--- src/rtl/decoder_rr_arbiter_pkg.sv ---
// Shared types and the rotating priority search for the decoder round-robin arbiter.
package decoder_rr_arbiter_pkg;

  localparam int NUM_REQ = 8;
  localparam int SEL_W   = 3;

  typedef enum logic [1:0] {
    IDLE  = 2'd0,
    GRANT = 2'd1,
    GAP   = 2'd2
  } state_e;

  typedef struct packed {
    logic             found;
    logic [SEL_W-1:0] idx;
  } winner_t;

  // Scan from ptr upward with wrap; walking the offsets high-to-low lets the
  // nearest set bit overwrite farther ones, so no early exit is needed.
  function automatic winner_t pick_winner(input logic [NUM_REQ-1:0] req,
                                          input logic [SEL_W-1:0]   ptr);
    winner_t          w;
    logic [SEL_W-1:0] idx;
    w = '0;
    for (int i = NUM_REQ - 1; i >= 0; i--) begin
      idx = ptr + SEL_W'(i);
      if (req[idx]) begin
        w.found = 1'b1;
        w.idx   = idx;
      end
    end
    return w;
  endfunction

endpackage

--- src/rtl/Decoder3to8.sv ---
// 3-to-8 one-hot decoder with enable; all outputs low while disabled.
module Decoder3to8 (
  input  logic [2:0] a,
  input  logic       en,
  output logic [7:0] D
);

  assign D = en ? (8'b1 << a) : 8'b0;

endmodule

--- src/rtl/decoder_rr_arbiter.sv ---
// Round-robin arbiter granting one shared 3-to-8 decoder to 8 requesters,
// with hold timeout and a one-cycle dead gap between owners.
module decoder_rr_arbiter
  import decoder_rr_arbiter_pkg::*;
#(
  parameter  int MAX_HOLD = 16,
  localparam int CNT_W    = $clog2(MAX_HOLD)
) (
  input  logic                 clk,
  input  logic                 rst,
  input  logic [NUM_REQ-1:0]   req,
  input  logic                 done,
  output logic [SEL_W-1:0]     a,
  output logic                 en,
  output logic [NUM_REQ-1:0]   D,
  output logic                 busy,
  output logic                 timeout
);

  state_e           state_q, state_d;
  logic [SEL_W-1:0] ptr_q, ptr_d;
  logic [SEL_W-1:0] a_q, a_d;
  logic [CNT_W-1:0] cnt_q, cnt_d;
  logic             timeout_q, timeout_d;
  winner_t          win;

  assign win = pick_winner(req, ptr_q);

  // NOTE: every next-state signal gets its hold value first, so no path through
  // the case statement can leave one unassigned and infer a latch.
  always_comb begin
    state_d   = state_q;
    ptr_d     = ptr_q;
    a_d       = a_q;
    cnt_d     = cnt_q;
    timeout_d = 1'b0;

    unique case (state_q)
      IDLE, GAP: begin
        if (win.found) begin
          a_d     = win.idx;
          cnt_d   = '0;
          state_d = GRANT;
        end else begin
          state_d = IDLE;
        end
      end
      GRANT: begin
        if (done || !req[a_q]) begin
          state_d = GAP;
          ptr_d   = a_q + SEL_W'(1);
        end else if (cnt_q == CNT_W'(MAX_HOLD - 1)) begin
          state_d   = GAP;
          ptr_d     = a_q + SEL_W'(1);
          timeout_d = 1'b1;
        end else begin
          cnt_d = cnt_q + CNT_W'(1);
        end
      end
      default: state_d = IDLE;
    endcase
  end

  // NOTE: state registers use non-blocking assignments so every flop samples
  // the pre-edge values regardless of statement order.
  always_ff @(posedge clk) begin
    if (rst) begin
      state_q   <= IDLE;
      ptr_q     <= '0;
      a_q       <= '0;
      cnt_q     <= '0;
      timeout_q <= 1'b0;
    end else begin
      state_q   <= state_d;
      ptr_q     <= ptr_d;
      a_q       <= a_d;
      cnt_q     <= cnt_d;
      timeout_q <= timeout_d;
    end
  end

  // Enable is decoded straight from the state flops, so it stays glitch-free.
  assign a       = a_q;
  assign en      = (state_q == GRANT);
  assign busy    = (state_q != IDLE);
  assign timeout = timeout_q;

  Decoder3to8 u_dec (
    .a  (a_q),
    .en (en),
    .D  (D)
  );

endmodule

--- config.mk ---
export PLATFORM = sky130hd
export DESIGN_NAME = decoder_rr_arbiter
export DESIGN_NICKNAME = d
export VERILOG_FILES = /design/src/rtl/decoder_rr_arbiter_pkg.sv /design/src/rtl/Decoder3to8.sv /design/src/rtl/decoder_rr_arbiter.sv
export SDC_FILE = /design/constraint.sdc
export NUM_CORES = 1
export LEC_CHECK = 0
export ABC_AREA = 1
export BUFFER_PORTS_ARGS = -buffer_cell sky130_fd_sc_hd__buf_2
export CORE_MARGIN = 4
export CORE_UTILIZATION = 39
export DETAILED_ROUTE_END_ITERATION = 7
export HOLD_SLACK_MARGIN = 0.06
export PLACE_DENSITY = 0.65
export SYNTH_ARGS = -nofsm -noshare
export SYNTH_HDL_FRONTEND = slang
export SYNTH_SLANG_ARGS = --single-unit
--- constraint.sdc ---
create_clock -name clk -period 4.3 [get_ports clk]
set_input_delay 0 -clock clk [delete_from_list [all_inputs] [get_ports clk]]
set_output_delay 0 -clock clk [all_outputs]
set_load 0.02 [all_outputs]
### After elaboration in Yosys (flattened, before gate mapping)

Index checks and enable logic that the tools add are counted.
W data, S select, Z words.

| operators by class | value |
|---|---|
| $lt $le $gt $ge | 9 |
| add/subtract/negate cells | 9 |
| equality and inequality tests | 7 |
| bitwise operators | 1 |
| shift operators | 1 |
| muxes and demuxes | 38 |
| reductions and logical operators | 11 |

Operator list:

| kind | number |
|---|---|
| $mux W4 | 11 |
| $lt A3 B4 Y1 const B | 9 |
| $bmux W1 S3 | 9 |
| $add A3 B3 Y3 const B | 4 |
| $mux W1 | 11 |
| $mux W8 | 1 |
| $pmux W4 S2 | 1 |
| $shl A1 B3 Y8 const A | 1 |
| $add A3 B1 Y3 const B | 2 |
| $add A3 B2 Y3 const B | 2 |
| $mux W3 | 2 |
| $ne A2 B2 Y1 const B | 3 |
| $reduce_bool A2 Y1 | 3 |
| $add A4 B1 Y4 const B | 1 |
| $eq A4 B4 Y1 const B | 1 |
| $mux W2 | 2 |
| $pmux W2 S2 | 1 |
| $reduce_and A2 Y1 | 2 |
| $reduce_and A4 Y1 | 1 |
| $ne A3 B3 Y1 const B | 1 |
| $reduce_or A3 Y1 | 1 |
| $eq A2 B1 Y1 const B | 1 |
| $eq A2 B2 Y1 const B | 1 |
| $logic_not A2 Y1 | 1 |
| other kinds (4) | 4 |

| storage, ports and cells | value |
|---|---|
| input port bits | 11 |
| register bits after elaboration | 13 |
| word-level logic and storage cells | 81 |
| output and inout port bits | 14 |

### Logic depth before layout (Yosys ltp)

| logic depth | value |
|---|---|
| word-level depth | 13 |
| gate-level depth with buffers | 16 |
| gate-level depth less buffers | 14 |

### Hierarchy

A second synthesis with hierarchy kept.

| second synthesis, totals | value |
|---|---|
| cells, all modules | 225 |
| area, all modules | 1302.5 um^2 |

By module, submodules not included:

| module | area each (um^2) | seq. area each (um^2) | cells an instance | instances |
|---|---|---|---|---|
| decoder_rr_arbiter | 1238.7 | 260.2 | 208 | 1 |
| Decoder3to8 | 63.8 | 0.0 | 17 | 1 |

### Worst setup path before layout

OpenSTA, ideal clock, no wires.

| timing path | value |
|---|---|
| path kind | reg-to-reg |
| from | register ptr_q[0] |
| to | register cnt_q[1] |
| data required time | 4.187 ns |
| arrival time | 2.052 ns |
| clock period less this slack | 2.165 ns |
| cell stages (with the launch flop) | 15 |
| path slack | 2.135 ns |
| cells stage by stage | dfxtp_1 -> buf_6 -> inv_4 -> buf_6 -> ha_1 -> inv_2 -> nand3_2 -> nand3_2 -> nand2_4 -> nor2_4 -> nand3_2 -> o21ai_4 -> nand2_4 -> nor2_1 -> nor2_1 |

| between the ends | value |
|---|---|
| cells in the longest elaborated chain, start to end | 13 |
| elaborated cells on any way between the ends | 33 |

Ends and longest elaborated chain:

| element | RTL line | source |
|---|---|---|
| from (decl) | decoder_rr_arbiter.sv:21 | `logic [SEL_W-1:0] ptr_q, ptr_d;` |
| from (signal assigned) | decoder_rr_arbiter.sv:75 | `ptr_q <= ptr_d;` |
| $add A3 B3 Y3 | decoder_rr_arbiter_pkg.sv:26 | `idx = ptr + SEL_W'(i);` |
| $bmux W1 S3 | decoder_rr_arbiter_pkg.sv:27 | `if (req[idx]) begin` |
| $mux W1 (not written as such) | decoder_rr_arbiter_pkg.sv:27 |  |
| $mux W4 (7 in a row) | decoder_rr_arbiter_pkg.sv:27 |  |
| $mux W4 (*) | decoder_rr_arbiter_pkg.sv:27 |  |
| $ne A2 B2 Y1 (no line) (*) | -- |  |
| $reduce_and A4 Y1 (no line) (*) | -- |  |
| to (signal assigned) | decoder_rr_arbiter.sv:77 | `cnt_q <= cnt_d;` |
| to (decl) | decoder_rr_arbiter.sv:23 | `logic [CNT_W-1:0] cnt_q, cnt_d;` |

Every way passes the cells marked *; elsewhere a longest branch is shown, timed or not. The select of a mux whose other input is x is not followed.
A chain may end at the register's enable or synchronous reset.

### Worst setup path after layout

| timing path | value |
|---|---|
| from | register ptr_q[0] |
| to | register cnt_q[0] |

The elaborated chain is that of the path after synthesis.

==> impl_metrics.csv <==
group,metric,value,unit
synth,synthCells,232,
critical_path,worstSetupStartpointType,"flop",
power,clkPwrFrac,13.1,%
synth,synth_area,1480,sq um
power,power_frac_seq,21.9,%
synth,ys.flop_type,"dfxtp_1",
timing,skew,0.00179,ns
clocking,cts-buffers-inserted,3,
synth,ys_ff_latch,13,
timing,setup_viol,0,
placement,hpwl,2.92,mm
global_routing,grt_pass1_vias,1286,
critical_path,r2r_cells,13,
timing,tns,0,ns
synth,ys_types,32,
clocking,ctsLongestPathBuffers,2,
synth,yosysTopAreaCell,"dfxtp_1",
placement,dpl-instance-area,1610,sq um
timing,slew_headroom,68.5,%
timing,rsz0062_at_grt,"false",
critical_path,crit_slowest_cell,"dfxtp_1",
global_routing,overflow,0,
finish,layout-drive-gt1-share,25.4,%
critical_path,crit_buf_inv,4,
clocking,clk_pin_slew_worst_paths,0.05,ns
synth,synth_commonest_cells,"nand2_1 (54), nand3_1 (30), nor2_1 (22)",
clocking,clock-sinks,13,
finish,antenna_cells,0,
timing,fmax,0.387,GHz
run_status,status,"finished clean",
die,dieArea,4840,sq um
die,num_rows,22,
finish,nets,277,
power,cellLeakagePower,0.837,nW
global_routing,antenna_found_initial,0,
die,core,3660,sq um
critical_path,timing.rr.end,"cnt_q[0]",
finish,final_area,1680,sq um
synth,yosysWarnings,0,
die,dieWidth,69.6,microns
power,pwr-share-comb,65.0,%
clocking,htree_levels,1,
global_routing,grt_max_degree,13,
critical_path,required,4.48,ns
critical_path,cp-end-kind,"flop",
die,die_h,69.6,microns
timing,slew_violations,0,
die,initial_utilization,40.4,%
critical_path,critical-path-top-delay-family,"simple AND/OR/NAND/NOR gates",
synth,async_flop_share,0,%
synth,synth_nets,252,
critical_path,max_stage_delay,0.61,ns
worst_hold_path,worstHoldPathCells,7,
critical_path,crit_chain,"inv_4 -> ha_1 -> inv_2 -> nand3_1 -> nand3_1 -> nand2_2 -> inv_2 -> nand3_2 -> o21ai_4 -> nand2_4 -> clkinv_1 -> nor2_1 -> nor2_2",
global_routing,grt_pass1_wl,6.04,mm
critical_path,r2r-start,"ptr_q[0]",
die,io_pins,25,
worst_hold_path,min_path_type,"primary input to flop",
power,power.density,485,nW/um^2
critical_path,path_class,"flop to flop",
worst_hold_path,whs_endpoint,"timeout",
critical_path,reg2reg_slack,1.72,ns
power,netSwitchingFraction,52.8,%
detailed_routing,wl_per_cell,12.0,microns
timing,worst_pin_slew,0.471,ns
synth,synth-edff-count,0,
synth,synth_top_area_share,17.6,%
timing,hold_violations,0,
power,switchingPower,0.429,mW
synth,syn_avg_cell_area,6.38,sq um
clocking,root_buffer,"clkbuf_8",
detailed_routing,avgViaCountPerCell,4.92,
clocking,clock_latency,0.24,ns
placement,io_buffer_count,24,
synth,synthMostInstantiatedCell,"nand2_1",
detailed_routing,ant_nets,0,
worst_hold_path,min-delay-start,"req[0]",
timing,period_share,60.0,%
flow_run,max_cap_violations,0,
power,ir_drop,0.000172,V
detailed_routing,drt_first_pass_iters,4,
critical_path,critical_path_arrival,2.76,ns
clocking,cts_resized,0,
detailed_routing,drc,0,
critical_path,worst-path-max-fanout,11,
placement,gp_congestion,0.902,
detailed_routing,drtIter0Drc,99,
detailed_routing,wl,3.65,mm
finish,syn_to_final_growth,13.3,%
synth,yosys-top-cells-area,"dfxtp_1 (18%), nand2_1 (14%), nand3_1 (10%)",
clocking,cts_tree,"done",
power,p_int,0.384,mW
global_routing,grt_usage,15.0,%
detailed_routing,vias,1495,
synth,yosysSeqAreaShare,17.6,%
timing,period_needed,2.58,ns
[worst max-delay path by stage]
stage                           to      from  slack [ns]  cells past startpoint
final                     cnt_q[0]  ptr_q[0]        1.72                     13
after global routing      cnt_q[1]  ptr_q[0]        1.53                     13
after CTS                 cnt_q[0]  ptr_q[0]        1.74                     13
after detailed placement  cnt_q[0]  ptr_q[0]        1.77                     13
after global placement    cnt_q[1]  ptr_q[0]        1.81                     12
after floorplan           cnt_q[1]  ptr_q[0]        2.14                     14
[state kept, by name, summed over array words and instances (netlist names)]
register	count
a	3
cnt_q	4
ptr_q	3
state_q	2
timeout	1
[layer usage]
| metal | track usage (%) | routed length, microns | vias up |
|---|---|---|---|
| li1 | - | - | 807 |
| met1 | 21.9 | 1780 | 641 |
| met2 | 22.8 | 1670 | 42 |
| met3 | 1.30 | 153 | 5 |
| met4 | 5.21 | 48 | 0 |
| met5 | 0 | 0 | - |
[metrics by stage]
step	power (mW)	std cells	hold WS [ns]	utilization [%]	worst slack (ns)
floorplan	0.608	232	0.0691	-	2.14
global placement	0.708	298	0.263	44.0	1.81
detailed placement	0.705	298	0.266	44.0	1.77
CTS	0.819	304	0.308	45.8	1.74
global route	0.897	304	0.400	45.8	1.53
finish	0.814	304	0.315	45.8	1.72
[cells by family after synthesis]
family          Yosys count  synth area share, %
fa+ha+maj                 9                 7.61
flops                    13                 17.6
compound gates           27                 10.4
xor+xnor                  5                 2.96
buf+inv                  33                 10.3
simple gates            145                 51.1
[cell type report]
class / count / area [sq um]
Timing Repair Buffer: 26 / 140
Tap cell: 48 / 60.1
Clock buffer: 4 / 45.0
Fill cell: 398 / 1980
Multi-Input combinational cell: 186 / 1070
Sequential cell: 13 / 260
Inverter: 27 / 104
[power by group through the flow]
stage	sequential, mW	combinational (mW)	clock, mW
floorplan	0.170	0.439	0
global placement	0.180	0.528	0
detailed placement	0.180	0.525	0
CTS	0.178	0.530	0.111
global route	0.183	0.597	0.117
finish	0.178	0.529	0.107
[tightest hold or removal path, stage by stage]
cell and delay, ns:
buf_2 0.12, nor2_1 0.09, o22ai_1 0.09, nand2_1 0.05
nand2_1 0.06, nand2_1 0.06, nor4_1 0.04
[timing repair]
item	4_1_cts	5_1_grt
setup buffers	0	0
hold buffers	2	0
hold endpoints to repair	5	0
[placed cells by master, fill, tap and decap left out]
cell type      count
nand3_1           30
inv_1             17
xor2_1             3
nand4_1            1
dfxtp_1           13
nor3_1             8
o21ai_4            1
ha_1               9
nand3b_1           1
clkbuf_1           1
dlygate4sd3_1      2
o21ai_0            9
nand2_4            5
nand4_4            1
or2_2              1
nand2_2            8
inv_4              1
o21bai_1           1
o22ai_1            1
a21oi_1           13
a31oi_1            1
a21boi_0           1
nand2_1           54
nor2_2             1
nand3_2           11
nor4_1             1
nor2_1            22
nor2_4             1
clkinv_1           1
buf_2             24
inv_2              8
xnor2_1            2
clkbuf_8           3
Note: power is estimated with default switching activity, not from simulation.
